**src/rtl/regfile_wr_arbiter_if.sv**
```systemverilog
// Requester-side and register-bank-side signals of the register file write arbiter.
// Handshake: a beat for requester i transfers in a cycle where req_valid[i] and
// req_ready[i] are both high; req_lock/req_addr/req_data are sampled with that beat.
interface regfile_wr_arbiter_if #(
    parameter int NUM_REQ  = 4,
    parameter int NUM_REGS = 16,
    parameter int WIDTH    = 8
);
    localparam int AW = $clog2(NUM_REGS);
    localparam int GW = $clog2(NUM_REQ);

    logic [NUM_REQ-1:0]       req_valid;
    logic [NUM_REQ-1:0]       req_lock;
    logic [NUM_REQ*AW-1:0]    req_addr;
    logic [NUM_REQ*WIDTH-1:0] req_data;
    logic [NUM_REQ-1:0]       req_ready;
    logic                     wr_en;
    logic [AW-1:0]            wr_addr;
    logic [WIDTH-1:0]         wr_data;
    logic [GW-1:0]            grant_id;
    logic                     err_pulse;
    logic [7:0]               err_cnt;
    logic                     dbg_state;   // 1 while a requester holds the burst lock

    modport master (
        output req_valid, req_lock, req_addr, req_data,
        input  req_ready, wr_en, wr_addr, wr_data, grant_id, err_pulse, err_cnt, dbg_state
    );

    modport slave (
        input  req_valid, req_lock, req_addr, req_data,
        output req_ready, wr_en, wr_addr, wr_data, grant_id, err_pulse, err_cnt, dbg_state
    );
endinterface

```
**src/rtl/regfile_wr_arbiter.sv**
```systemverilog
// Round-robin write arbiter in front of a register bank, with optional burst
// locking. Accepted beats are written one cycle later; out-of-range addresses
// are swallowed and counted instead of written.
module regfile_wr_arbiter #(
    parameter int NUM_REQ   = 4,
    parameter int NUM_REGS  = 16,
    parameter int WIDTH     = 8,
    parameter int MAX_BURST = 4
) (
    input  logic                 clk,
    input  logic                 rst_n,
    regfile_wr_arbiter_if.slave  bus
);
    localparam int         AW         = $clog2(NUM_REGS);
    localparam int         GW         = $clog2(NUM_REQ);
    localparam logic       HAS_OOR    = (NUM_REGS != (1 << AW));
    localparam logic [AW:0] NUM_REGS_W = (AW+1)'(NUM_REGS);
    localparam logic [4:0] BURST_W    = 5'(MAX_BURST);

    typedef enum logic {
        IDLE   = 1'b0,
        LOCKED = 1'b1
    } state_e;

    state_e           state_q, state_d;
    logic [GW-1:0]    rr_ptr_q, rr_ptr_d;
    logic [GW-1:0]    owner_q, owner_d;
    logic [3:0]       beat_cnt_q, beat_cnt_d;
    logic             wr_en_q, wr_en_d;
    logic [AW-1:0]    wr_addr_q, wr_addr_d;
    logic [WIDTH-1:0] wr_data_q, wr_data_d;
    logic [GW-1:0]    grant_id_q, grant_id_d;
    logic             err_pulse_q, err_pulse_d;
    logic [7:0]       err_cnt_q, err_cnt_d;

    logic [GW:0]        scan_sum;
    logic [GW-1:0]      scan_sel;
    logic               scan_hit;
    logic [GW-1:0]      sel;
    logic               accept;
    logic [NUM_REQ-1:0] ready;
    logic [AW-1:0]      sel_addr;
    logic [WIDTH-1:0]   sel_data;
    logic               sel_lock;
    logic               sel_oor;
    logic [4:0]         cnt_inc;

    // First valid requester at or after rr_ptr, wrapping around.
    always_comb begin
        scan_hit = 1'b0;
        scan_sel = '0;
        scan_sum = '0;
        for (int k = 0; k < NUM_REQ; k++) begin
            scan_sum = {1'b0, rr_ptr_q} + (GW+1)'(k);
            if (scan_sum >= (GW+1)'(NUM_REQ)) begin
                scan_sum = scan_sum - (GW+1)'(NUM_REQ);
            end
            if (!scan_hit && bus.req_valid[scan_sum[GW-1:0]]) begin
                scan_hit = 1'b1;
                scan_sel = scan_sum[GW-1:0];
            end
        end
    end

    // Pick the granted requester: the lock owner while LOCKED, else the scan result.
    always_comb begin
        sel    = scan_sel;
        accept = scan_hit;
        if (state_q == LOCKED) begin
            sel    = owner_q;
            accept = bus.req_valid[owner_q];
        end
        accept = accept & rst_n;
        ready  = '0;
        if (accept) begin
            ready[sel] = 1'b1;
        end
    end

    // Route only the granted requester's lock/address/data into the datapath.
    always_comb begin
        sel_addr = '0;
        sel_data = '0;
        sel_lock = 1'b0;
        for (int i = 0; i < NUM_REQ; i++) begin
            if (sel == GW'(i)) begin
                sel_addr = bus.req_addr[i*AW +: AW];
                sel_data = bus.req_data[i*WIDTH +: WIDTH];
                sel_lock = bus.req_lock[i];
            end
        end
        sel_oor = HAS_OOR && ({1'b0, sel_addr} >= NUM_REGS_W);
    end

    // Next-state: lock entry/exit, round-robin pointer, write and error outputs.
    always_comb begin
        state_d     = state_q;
        owner_d     = owner_q;
        beat_cnt_d  = beat_cnt_q;
        rr_ptr_d    = rr_ptr_q;
        wr_en_d     = 1'b0;
        wr_addr_d   = wr_addr_q;
        wr_data_d   = wr_data_q;
        grant_id_d  = grant_id_q;
        err_pulse_d = 1'b0;
        err_cnt_d   = err_cnt_q;
        cnt_inc     = {1'b0, beat_cnt_q} + 5'd1;

        if (state_q == IDLE) begin
            if (accept && sel_lock && (MAX_BURST > 1)) begin
                state_d    = LOCKED;
                owner_d    = sel;
                beat_cnt_d = 4'd1;
            end
        end else begin
            if (!accept) begin
                // Owner went quiet: give up the lock without a beat.
                state_d    = IDLE;
                beat_cnt_d = '0;
            end else if (!sel_lock || (cnt_inc >= BURST_W)) begin
                state_d    = IDLE;
                beat_cnt_d = '0;
            end else begin
                beat_cnt_d = cnt_inc[3:0];
            end
        end

        if (accept) begin
            rr_ptr_d   = (sel == GW'(NUM_REQ - 1)) ? '0 : sel + 1'b1;
            grant_id_d = sel;
            wr_addr_d  = sel_addr;
            wr_data_d  = sel_data;
            if (sel_oor) begin
                err_pulse_d = 1'b1;
                if (err_cnt_q != 8'hFF) begin
                    err_cnt_d = err_cnt_q + 8'd1;
                end
            end else begin
                wr_en_d = 1'b1;
            end
        end
    end

    // All state and registered outputs, cleared asynchronously by rst_n.
    always_ff @(posedge clk or negedge rst_n) begin
        if (!rst_n) begin
            state_q     <= IDLE;
            owner_q     <= '0;
            beat_cnt_q  <= '0;
            rr_ptr_q    <= '0;
            wr_en_q     <= 1'b0;
            wr_addr_q   <= '0;
            wr_data_q   <= '0;
            grant_id_q  <= '0;
            err_pulse_q <= 1'b0;
            err_cnt_q   <= '0;
        end else begin
            state_q     <= state_d;
            owner_q     <= owner_d;
            beat_cnt_q  <= beat_cnt_d;
            rr_ptr_q    <= rr_ptr_d;
            wr_en_q     <= wr_en_d;
            wr_addr_q   <= wr_addr_d;
            wr_data_q   <= wr_data_d;
            grant_id_q  <= grant_id_d;
            err_pulse_q <= err_pulse_d;
            err_cnt_q   <= err_cnt_d;
        end
    end

    assign bus.req_ready = ready;
    assign bus.wr_en     = wr_en_q;
    assign bus.wr_addr   = wr_addr_q;
    assign bus.wr_data   = wr_data_q;
    assign bus.grant_id  = grant_id_q;
    assign bus.err_pulse = err_pulse_q;
    assign bus.err_cnt   = err_cnt_q;
    assign bus.dbg_state = (state_q == LOCKED);
endmodule

```
**src/flat_wrapper.sv**
```systemverilog
// flat-port wrapper written by rule: the top's interface ports become plain ports
module regfile_wr_arbiter_flat 
#(
    parameter int NUM_REQ   = 4,
    parameter int NUM_REGS  = 16,
    parameter int WIDTH     = 8,
    parameter int MAX_BURST = 4
)
  (clk, rst_n, bus_req_valid, bus_req_lock, bus_req_addr, bus_req_data, bus_req_ready, bus_wr_en, bus_wr_addr, bus_wr_data, bus_grant_id, bus_err_pulse, bus_err_cnt, bus_dbg_state);
  regfile_wr_arbiter_if #(.NUM_REQ(NUM_REQ), .NUM_REGS(NUM_REGS), .WIDTH(WIDTH)) bus_i ();
  input  logic clk;
  input  logic rst_n;
  input wire logic [$bits(bus_i.req_valid)-1:0] bus_req_valid;
  input wire logic [$bits(bus_i.req_lock)-1:0] bus_req_lock;
  input wire logic [$bits(bus_i.req_addr)-1:0] bus_req_addr;
  input wire logic [$bits(bus_i.req_data)-1:0] bus_req_data;
  output wire logic [$bits(bus_i.req_ready)-1:0] bus_req_ready;
  output wire logic [$bits(bus_i.wr_en)-1:0] bus_wr_en;
  output wire logic [$bits(bus_i.wr_addr)-1:0] bus_wr_addr;
  output wire logic [$bits(bus_i.wr_data)-1:0] bus_wr_data;
  output wire logic [$bits(bus_i.grant_id)-1:0] bus_grant_id;
  output wire logic [$bits(bus_i.err_pulse)-1:0] bus_err_pulse;
  output wire logic [$bits(bus_i.err_cnt)-1:0] bus_err_cnt;
  output wire logic [$bits(bus_i.dbg_state)-1:0] bus_dbg_state;
  assign bus_i.req_valid = bus_req_valid;
  assign bus_i.req_lock = bus_req_lock;
  assign bus_i.req_addr = bus_req_addr;
  assign bus_i.req_data = bus_req_data;
  assign bus_req_ready = bus_i.req_ready;
  assign bus_wr_en = bus_i.wr_en;
  assign bus_wr_addr = bus_i.wr_addr;
  assign bus_wr_data = bus_i.wr_data;
  assign bus_grant_id = bus_i.grant_id;
  assign bus_err_pulse = bus_i.err_pulse;
  assign bus_err_cnt = bus_i.err_cnt;
  assign bus_dbg_state = bus_i.dbg_state;
  regfile_wr_arbiter #(.NUM_REQ(NUM_REQ), .NUM_REGS(NUM_REGS), .WIDTH(WIDTH), .MAX_BURST(MAX_BURST)) u_core (.clk(clk), .rst_n(rst_n), .bus(bus_i));
endmodule
```
**config.mk**
```make
export PLATFORM = sky130hd
export DESIGN_NAME = regfile_wr_arbiter_flat
export DESIGN_NICKNAME = d
export VERILOG_FILES = /design/src/rtl/regfile_wr_arbiter_if.sv /design/src/rtl/regfile_wr_arbiter.sv /design/src/flat_wrapper.sv
export SDC_FILE = /design/constraint.sdc
export NUM_CORES = 1
export LEC_CHECK = 0
export BUFFER_PORTS_ARGS = -buffer_cell sky130_fd_sc_hd__clkbuf_2
export CAP_MARGIN = 25
export CORE_ASPECT_RATIO = 1.75
export CORE_MARGIN = 4
export CORE_UTILIZATION = 35
export CTS_CLUSTER_SIZE = 16
export DETAILED_ROUTE_END_ITERATION = 12
export MAX_ROUTING_LAYER = met4
export PLACE_DENSITY = 0.64
export SLEW_MARGIN = 20
export SYNTH_ARGS = -nofsm -noshare
export SYNTH_HDL_FRONTEND = slang
export SYNTH_SLANG_ARGS = --single-unit
```
**constraint.sdc**
```tcl
create_clock -name clk -period 6 [get_ports clk]
set_input_delay 0.3 -clock clk [delete_from_list [all_inputs] [get_ports clk]]
set_output_delay 0.3 -clock clk [all_outputs]
set_load 0.03 [all_outputs]
```
==> qor.csv, run 1 <==
metric;value;unit
Pleak;1.01;nW
Max Cap Viol;0;
clock share of power;8.4;%
setup violators final;0;
Worst Path Arrival;3530;ps
adder-cell share of the synthesized area;4.60;%
Synth area leader;dfrtp_1;
I/O Buffers;77;
Cell variety after synth;37;
fin crit share;55.7;%
Antenna Nets Post-Route;0;
fmax;299;MHz
core area;4440;sq um
Post-Synth XOR/XNOR Area;0;%
starting density of the core;36.7;%
synthesized area;1630;sq um
vias per cell;5.05;
Root Buffer;clkbuf_8;
Area contributors post-synth;dfrtp_1, a21oi_1, a221oi_1, nor2b_1, ha_1;
Final #Nets;323;
fraction of registers with async set/reset;100;%
DRT iter0 DRCs;45;
post-synthesis simple-gate area fraction;23.8;%
layout cells sized above 1;35.0;%
RSZ-0062 raised after global routing;no;
# DRC;0;
Gate Count Post-Synth;189;
Hold Buf Count CTS;0;
initial antenna violation count;0;
largest net degree at the start of global routing;37;
# rows;32;
Slew headroom;41.3;%
Tmin final;3340;ps
Pint;0.550;mW
mux cell area share after synthesis;3.30;%
Max H-tree Level;1;
status;finished, final reports clean;
Max FO, Critical Path;16;
Total Power;1.09;mW
die area;5860;sq um
Slew Limit Fails;0;
switching power;0.537;mW
Worst Setup End Kind;flop;
Top Ports;87;
PwrDens;533;nW/um^2
reg2reg setup slack;2660;ps
Worst Tran Pin Value;880;ps
Post CTS Setup Buffer Count;0;
clk sink count;24;
DP Wirelength;3210;microns
compound-cell area share of the yosys netlist;22.4;%
Layout area overhead;25.2;%
TNS Setup;0;ps
main combinational cell family by area after synthesis;simple AND/OR/NAND/NOR gates;
Post-CTS Resized;0;
Primary FF master, synth;dfrtp_1;
global-route wire length before repair;6420;microns
clock skew;3.97;ps
clk_lat worst skew;260;ps
Hold Path Class;in2async;
Syn Area/Cell;8.63;sq um
die width;59.6;microns
CTS tree;built;
Worst EP required;6190;ps
clock-pin slew on the worst setup and hold paths;80;ps
#FFs+latches synth;24;
Die Y;98.3;microns
final wirelength;4040;microns
Total GRT Usage;14.3;%
final hold vios;0;
combinational power share;64.3;%
peak supply drop;231;uV
FILL cells;448;
sequential share of power;27.3;%
YS warnings;0;
Final Wtd Congestion;0.855;
kind of critical path;reg2reg;
vias in the first global route;1443;
switching fraction of total power;49.4;%
CP startpoint kind;flop;
register area share after synthesis;36.8;%
CTS Buf Count;3;
clk buf depth;2;
n_diodes;0;
GRT overflow;0;
Post-synth EDFFs;0;
DR vias;1556;
Synth top area share;36.8;%
wire length per cell;13.1;microns
Detailed Routing Iterations Pass 1;4;
## metal layers
layer	up-vias	routed length, microns	track usage [%]
met5	-	0	-
met4	0	72	5.63
met3	5	262	1.06
met2	62	2120	24.3
met1	699	1580	17.0
li1	790	-	-
## stage by stage
stage / std cells / util, % / cell area [sq um] / hold slack (ps) / setup WS, ps
2_1_floorplan: 197 / - / 1660 / 4.41 / 3380
3_3_place_gp: 305 / 45.0 / 2000 / 352 / 2650
3_5_place_dp: 305 / 45.0 / 2000 / 352 / 2570
4_1_cts: 308 / 45.9 / 2040 / 59.7 / 2690
5_1_grt: 308 / 45.9 / 2040 / 103 / 2350
6_report: 308 / 45.9 / 2040 / 42.8 / 2660
## flip-flops by register name (all words and copies together) (netlist names)
register	flops
u_core.rr_ptr_q	2
u_core.bus.wr_en	1
u_core.beat_cnt_q	4
u_core.bus.wr_data	8
u_core.bus.grant_id	2
u_core.bus.wr_addr	4
u_core.bus.dbg_state	1
u_core.owner_q	2
## worst max-delay path, stage by stage, from the launching register on
cell	delay, ps
dfrtp_1	440
a21o_1	180
a21oi_1	140
o22ai_1	110
o21ai_0	480
inv_1	140
ha_1	400
nor2b_1	700
a221oi_1	170
nor3_1	250
a21oi_1	70
a21oi_1	190
## synthesized netlist by cell type, types with 2 or more instances
library cell  instances
a21oi_1              28
clkbuf_1              8
nor3_1               12
mux2i_1               2
a221oi_1             12
and2_1                6
o22ai_1               2
inv_1                 7
o21ai_0               4
dfrtp_1              24
nand2_1               7
nor3b_2               2
buf_4                 9
mux2_2                3
nor2b_1              16
nor2_1               15
nand2b_1              4
buf_2                 4
ha_1                  6
## kinds of logic (layout without fill, tap and decap cells)
group                      after synthesis  in the layout
and+or+nand+nor                         69             69
AOI/OAI and AO/OA                       56             56
buffers and inverters                   28             88
DFF                                     24             24
adders and majority gates                6              6
muxes                                    5              5
other                                    1              9
## power by group through the flow
stage          Sequential (mW)  Combinational, mW  Clock, mW
2_1_floorplan            0.386              0.452          0
3_3_place_gp             0.299              0.695          0
3_5_place_dp             0.299              0.704          0
4_1_cts                  0.297              0.706     0.0967
5_1_grt                  0.306              0.777      0.101
6_report                 0.297              0.699     0.0913
## worst paths after layout
check	end	startpoint	depth (start not counted)
worst min-delay path	u_core.owner_q[0]	rst_n	1
worst max-delay path	u_core.bus.wr_addr[3]	u_core.rr_ptr_q[1]	11
min in group clk	u_core.bus.wr_data[2]	bus_req_data[26]	3
worst min register to register	u_core.bus.grant_id[1]	u_core.bus.grant_id[1]	1
max in group asynchronous	u_core.bus.grant_id[1]	rst_n	1
worst max register to register	u_core.bus.wr_addr[3]	u_core.rr_ptr_q[1]	11
## layout make-up
| class | instances | area [sq um] | area share (%) |
|---|---|---|---|
| clock buffer | 3 | 41.3 | 2.02 |
| inverter | 7 | 26.3 | 1.29 |
| multi-input combinational | 145 | 916 | 44.9 |
| sequential | 24 | 601 | 29.4 |
| tap | 51 | 63.8 | 3.13 |
| timing repair buffer | 78 | 393 | 19.3 |
## placed cells by master, fill, tap and decap left out
master | Yosys | routed
o32a_1 | 1 | 1
clkbuf_2 | 0 | 77
and3_1 | 1 | 1
o21a_1 | 1 | 1
o31a_1 | 1 | 1
a32oi_2 | 1 | 1
inv_1 | 7 | 7
a221oi_1 | 12 | 12
o21ai_0 | 4 | 4
a21o_1 | 1 | 1
nand3_1 | 1 | 1
ha_1 | 6 | 6
nand2b_1 | 4 | 4
and2_4 | 1 | 1
o31ai_1 | 1 | 1
conb_1 | 1 | 9
o22ai_1 | 2 | 2
nor2_1 | 15 | 15
nor3b_2 | 2 | 2
mux2i_1 | 2 | 2
a211oi_1 | 1 | 1
nor3b_1 | 1 | 1
nand2_1 | 7 | 7
or4_1 | 1 | 1
nor3_1 | 12 | 12
nand4_1 | 1 | 1
o21ai_2 | 1 | 1
dfrtp_1 | 24 | 24
clkbuf_8 | 0 | 3
nor2b_1 | 16 | 16
a21oi_1 | 28 | 28
o21ai_1 | 1 | 1
nor3_4 | 1 | 1
buf_4 | 9 | 1
and2_1 | 6 | 6
o32ai_1 | 1 | 1
mux2_2 | 3 | 3
Note: power is estimated with default switching activity, not from simulation.
==> inputs of run 2 (changes only) <==
- clock period: 6 -> 3.1 ns (I/O delays scaled with it)
==> run 2 against run 1 <==
- combinational power increased by 100%
- utilization grew 1.8 points
- first-iteration DRC count decreased by 8.9%
- non-clock buffer count rose by 6
- highest routed layer unchanged
==> qor.csv, run 2 (synthesized netlist as in run 1, its figures left out) <==
metric;value;unit
status;finished, final reports clean;
Pint;1.18;mW
Max FO, Critical Path;21;
die area;5860;sq um
DRT iter0 DRCs;41;
core area;4440;sq um
Hold Path Class;in2reg;
clock skew;4.06;ps
Total GRT Usage;15.2;%
peak supply drop;539;uV
I/O Buffers;77;
GRT overflow;0;
fmax;371;MHz
Root Buffer;clkbuf_8;
clk sink count;24;
n_diodes;0;
layout cells sized above 1;36.7;%
Worst Tran Pin Value;614;ps
DR vias;1573;
global-route wire length before repair;6880;microns
Post CTS Setup Buffer Count;0;
combinational power share;62.1;%
RSZ-0062 raised after global routing;no;
largest net degree at the start of global routing;26;
Slew Limit Fails;0;
Non-Filler Instances;315;
DP Wirelength;3420;microns
CP startpoint kind;flop;
Worst Setup End Kind;output port;
Final #Nets;329;
final wirelength;4170;microns
Layout area overhead;30.1;%
Metal-1 WL;1590;microns
met2 wire length;2260;microns
# rows;32;
Max Used Layer;met4;
sequential share of power;25.7;%
clk_lat worst skew;260;ps
Worst Path Arrival;2540;ps
initial antenna violation count;0;
vias in the first global route;1580;
kind of critical path;reg2out;
max FFs per register;8;
Max Cap Viol;0;
Die Y;98.3;microns
Slew headroom;58.8;%
final hold vios;0;
clk buf depth;2;
Worst EP required;2940;ps
CTS Buf Count;3;
switching fraction of total power;47.3;%
TNS Setup;0;ps
vias per cell;4.99;
Pleak;1.05;nW
die width;59.6;microns
commonest non-fill, non-tap cells in the layout;clkbuf_2, a21oi_1, dfrtp_1;
placed cell count;310;
commonest non-fill, non-tap cell in the layout;clkbuf_2;
DR WL met3;276;microns
switching power;1.06;mW
CTS tree;built;
Final Wtd Congestion;0.820;
setup violators final;0;
# DRC;0;
Tmin final;2690;ps
Top Ports;87;
FILL cells;477;
wire length per cell;13.2;microns
starting density of the core;36.7;%
clock share of power;12.1;%
Max H-tree Level;1;
fin crit share;86.9;%
Detailed Routing Iterations Pass 1;4;
PwrDens;1060;nW/um^2
clock-pin slew on the worst setup and hold paths;90;ps
Antenna Nets Post-Route;0;
==> run 2: power groups by stage <==
| stage | registers [mW] | clock network, mW | logic (mW) |
|---|---|---|---|
| 2_1_floorplan | 0.747 | 0 | 0.875 |
| 3_3_place_gp | 0.580 | 0 | 1.39 |
| 3_5_place_dp | 0.585 | 0 | 1.40 |
| 4_1_cts | 0.580 | 0.280 | 1.41 |
| 5_1_grt | 0.601 | 0.292 | 1.56 |
| 6_report | 0.578 | 0.273 | 1.40 |
==> run 2: final timing paths <==
kind | from | to | slack [ps] | cells past startpoint
max | u_core.rr_ptr_q[1] | bus_req_ready[3] | 410 | 9
min | bus_req_addr[14] | u_core.bus.wr_addr[2] | 180 | 3
max reg2reg | u_core.rr_ptr_q[0] | u_core.beat_cnt_q[0] | 480 | 12
min reg2reg | u_core.bus.grant_id[1] | u_core.bus.grant_id[1] | 520 | 1
max in group asynchronous | rst_n | u_core.beat_cnt_q[2] | 2420 | 3
min in group asynchronous | rst_n | u_core.owner_q[1] | 440 | 3
==> run 2: timing repair <==
item / in CTS / in global routing
setup endpoints to repair: 0 / 7
hold buffers: 1 / 0
endpoints found under the hold margin: 24 / 0
gates resized for setup: 0 / 1
==> run 2: area by class of cell <==
| cell class | instances | area [sq um] | area share (%) |
|---|---|---|---|
| sequential | 24 | 601 | 28.3 |
| tap | 51 | 63.8 | 3.01 |
| multi-input combinational | 145 | 918 | 43.3 |
| timing repair buffer | 84 | 440 | 20.8 |
| clock inverter | 1 | 30.0 | 1.42 |
| inverter | 7 | 26.3 | 1.24 |
| clock buffer | 3 | 41.3 | 1.95 |
==> run 2: critical path, stage by stage, from the launching register on <==
cell	delay [ps]
dfrtp_1	440
a21o_1	180
a21oi_1	130
o22ai_1	120
o21ai_0	280
buf_4	180
ha_1	300
buf_4	290
and2_1	150
clkbuf_2	200
==> run 2: through the flow <==
step                instance area, sq um  setup slack [ps]  hold WS (ps)  utilization (%)  total power, mW
floorplan                           1660               610          -141                -             1.62
global placement                    2040               114           203             45.8             1.97
detailed placement                  2040              69.7           198             45.8             1.98
CTS                                 2120               227           178             47.7             2.27
global route                        2120               227           190             47.7             2.45
finish                              2120               407           180             47.7             2.25
==> run 2: per-layer routing <==
layer / vias up / GRT usage, %
met1: 702 / 17.6
li1: 809 / -
met3: 2 / 1.46
met2: 60 / 26.4
met4: 0 / 5.46
met5: - / -
==> inputs of run 3 (changes only) <==
- clock period: 3.1 -> 3.4 ns (I/O delays scaled with it)
==> run 3 against run 2 <==
- die area did not move
- utilization fell by 0.90 points
- largest cell class unchanged
- critical path type is now reg2reg
- clock-buffer cell count did not move
- worst setup slack improved by 140 ps
- non-clock buffer count fell by 1
- sequential power fell by 9.9%
- clock power fell by 42%
- global-route usage fell by 0.22 points
- highest routed layer unchanged
- final cell count fell by 0.63%
- critical path depth rose by 3
==> qor.csv, run 3 (synthesized netlist as in run 1, its figures left out) <==
metric;value;unit
# DRC;0;
sequential share of power;26.8;%
Pint;0.992;mW
I/O Buffers;77;
Layout area overhead;27.6;%
CP most frequent cell;a21oi_1;
fin crit share;83.8;%
GRT overflow;0;
gr busiest metal;met2;
RSZ-0062 raised after global routing;no;
final hold vios;0;
Total GRT Usage;15.0;%
critical path depth;12;
clk sink count;24;
Worst Path Arrival;3040;ps
Final Instance Area;2080;sq um
core area;4440;sq um
kind of critical path;reg2reg;
switching power;0.948;mW
met2 global-route usage;25.5;%
Post-CTS Resized;0;
wire length per cell;12.9;microns
final wirelength;4040;microns
Max Cap Viol;0;
switching fraction of total power;48.9;%
Max H-tree Level;1;
Worst Tran Pin Value;613;ps
clock skew;1.38;ps
Tmin final;2850;ps
fmax;351;MHz
CP startpoint kind;flop;
Hold Crit Depth;3;
Die Y;98.3;microns
met1 usage;16.5;%
Reg-to-Reg Start;u_core.rr_ptr_q[1];
Slew Limit Fails;0;
CTS tree;built;
status;finished, final reports clean;
Worst EP required;3590;ps
commonest non-fill, non-tap cells in the layout;clkbuf_2, a21oi_1, dfrtp_1;
worst reg2reg path endpoint;u_core.bus.wr_addr[3];
reg2reg setup slack;550;ps
Hold Path Class;in2reg;
Max FO, Critical Path;16;
Total Power;1.94;mW
clk_lat worst skew;260;ps
DRT iter0 DRCs;45;
DP Wirelength;3330;microns
WP buf/inv;2;
Pleak;1.03;nW
combinational power share;65.0;%
vias per cell;5.06;
vias in the first global route;1586;
n_diodes;0;
peak supply drop;486;uV
die area;5860;sq um
Slew headroom;58.9;%
met3 Use GR;1.32;%
CP max stage cell;o21ai_0;
FILL cells;468;
Hold Path End;u_core.bus.wr_data[7];
layout cells sized above 1;35.9;%
TNS Setup;0;ps
Worst Setup End Kind;flop;
HP Start;bus_req_data[31];
starting density of the core;36.7;%
DR vias;1585;
commonest non-fill, non-tap cell in the layout;clkbuf_2;
largest net degree at the start of global routing;31;
R2R depth;12;
worst stage delay on the critical path;450;ps
Root Buffer;clkbuf_8;
global-route wire length before repair;6720;microns
PwrDens;932;nW/um^2
worst-path cell chain;a21o_1 > a21oi_1 > o22ai_1 > o21ai_0 > inv_1 > ha_1 > nor2b_1 > buf_4 > a221oi_1 > nor3_1 > a21oi_1 > a21oi_1;
initial antenna violation count;0;
die width;59.6;microns
clock share of power;8.2;%
clk buf depth;2;
Antenna Nets Post-Route;0;
Top Ports;87;
Final #Nets;328;
# rows;32;
Placed Area;2030;sq um
clock-pin slew on the worst setup and hold paths;70;ps
worst hold slack;213;ps
Detailed Routing Iterations Pass 1;4;
max FFs per register;8;
CTS Buf Count;3;
Crit path max-delay family;compound AO/OA/AOI/OAI gates;
Final Wtd Congestion;0.774;
setup violators final;0;
run 3: cell count changes in the layout (fill, tap and decap cells not counted), sizes merged:
cell / delta
bufinv: -1
buf: -1
run 3: layout make-up:
cell class              instances  area, sq um  share of cell area, %
flip-flops and latches         24          601                   28.9
inverters                       7         26.3                   1.26
multi-input cells             145          916                   44.0
well taps                      51         63.8                   3.07
repair buffers                 83          433                   20.8
clock buffers                   3         41.3                   1.98
run 3: how the worst max path moves through the flow:
stage | from | to | slack [ps]
final | u_core.rr_ptr_q[1] | u_core.bus.wr_addr[3] | 550
after global routing | u_core.rr_ptr_q[0] | u_core.bus.wr_data[6] | 310
after CTS | u_core.rr_ptr_q[1] | u_core.beat_cnt_q[0] | 580
after detailed placement | bus_req_valid[1] | u_core.beat_cnt_q[0] | 550
after global placement | bus_req_valid[1] | u_core.beat_cnt_q[0] | 620
after floorplan | bus_req_valid[1] | u_core.bus.wr_addr[1] | 910
run 3: worst register-to-register path, cell delays in order (launching register included):
cell	delay (ps)
dfrtp_1	430
a21o_1	180
a21oi_1	140
o22ai_1	120
o21ai_0	450
inv_1	130
ha_1	400
nor2b_1	180
buf_4	190
a221oi_1	90
nor3_1	240
a21oi_1	70
a21oi_1	150
run 3: timing repair:
action                    in CTS  in global routing
hold buffers                   1                  0
buffers inserted               0                  0
hold endpoints to repair      24                  0
run 3: power by group through the flow:
stage / sequential [mW] / combinational [mW] / clock [mW]
finish: 0.521 / 1.26 / 0.159
global route: 0.542 / 1.40 / 0.175
CTS: 0.524 / 1.27 / 0.166
detailed placement: 0.529 / 1.27 / 0
global placement: 0.527 / 1.25 / 0
floorplan: 0.681 / 0.797 / 0
run 3: per-layer routing:
layer	vias to the layer above	share of wire, %
li1	800	-
met1	711	37
met2	63	53
met3	11	6.6
met4	0	3.1
met5	-	0
run 3: through the flow:
step	cells	util (%)	worst slack, ps
after floorplan	197	-	905
after global placement	309	45.7	619
after detailed placement	309	45.7	549
after CTS	313	46.8	584
after global routing	313	46.8	309
final	313	46.8	549
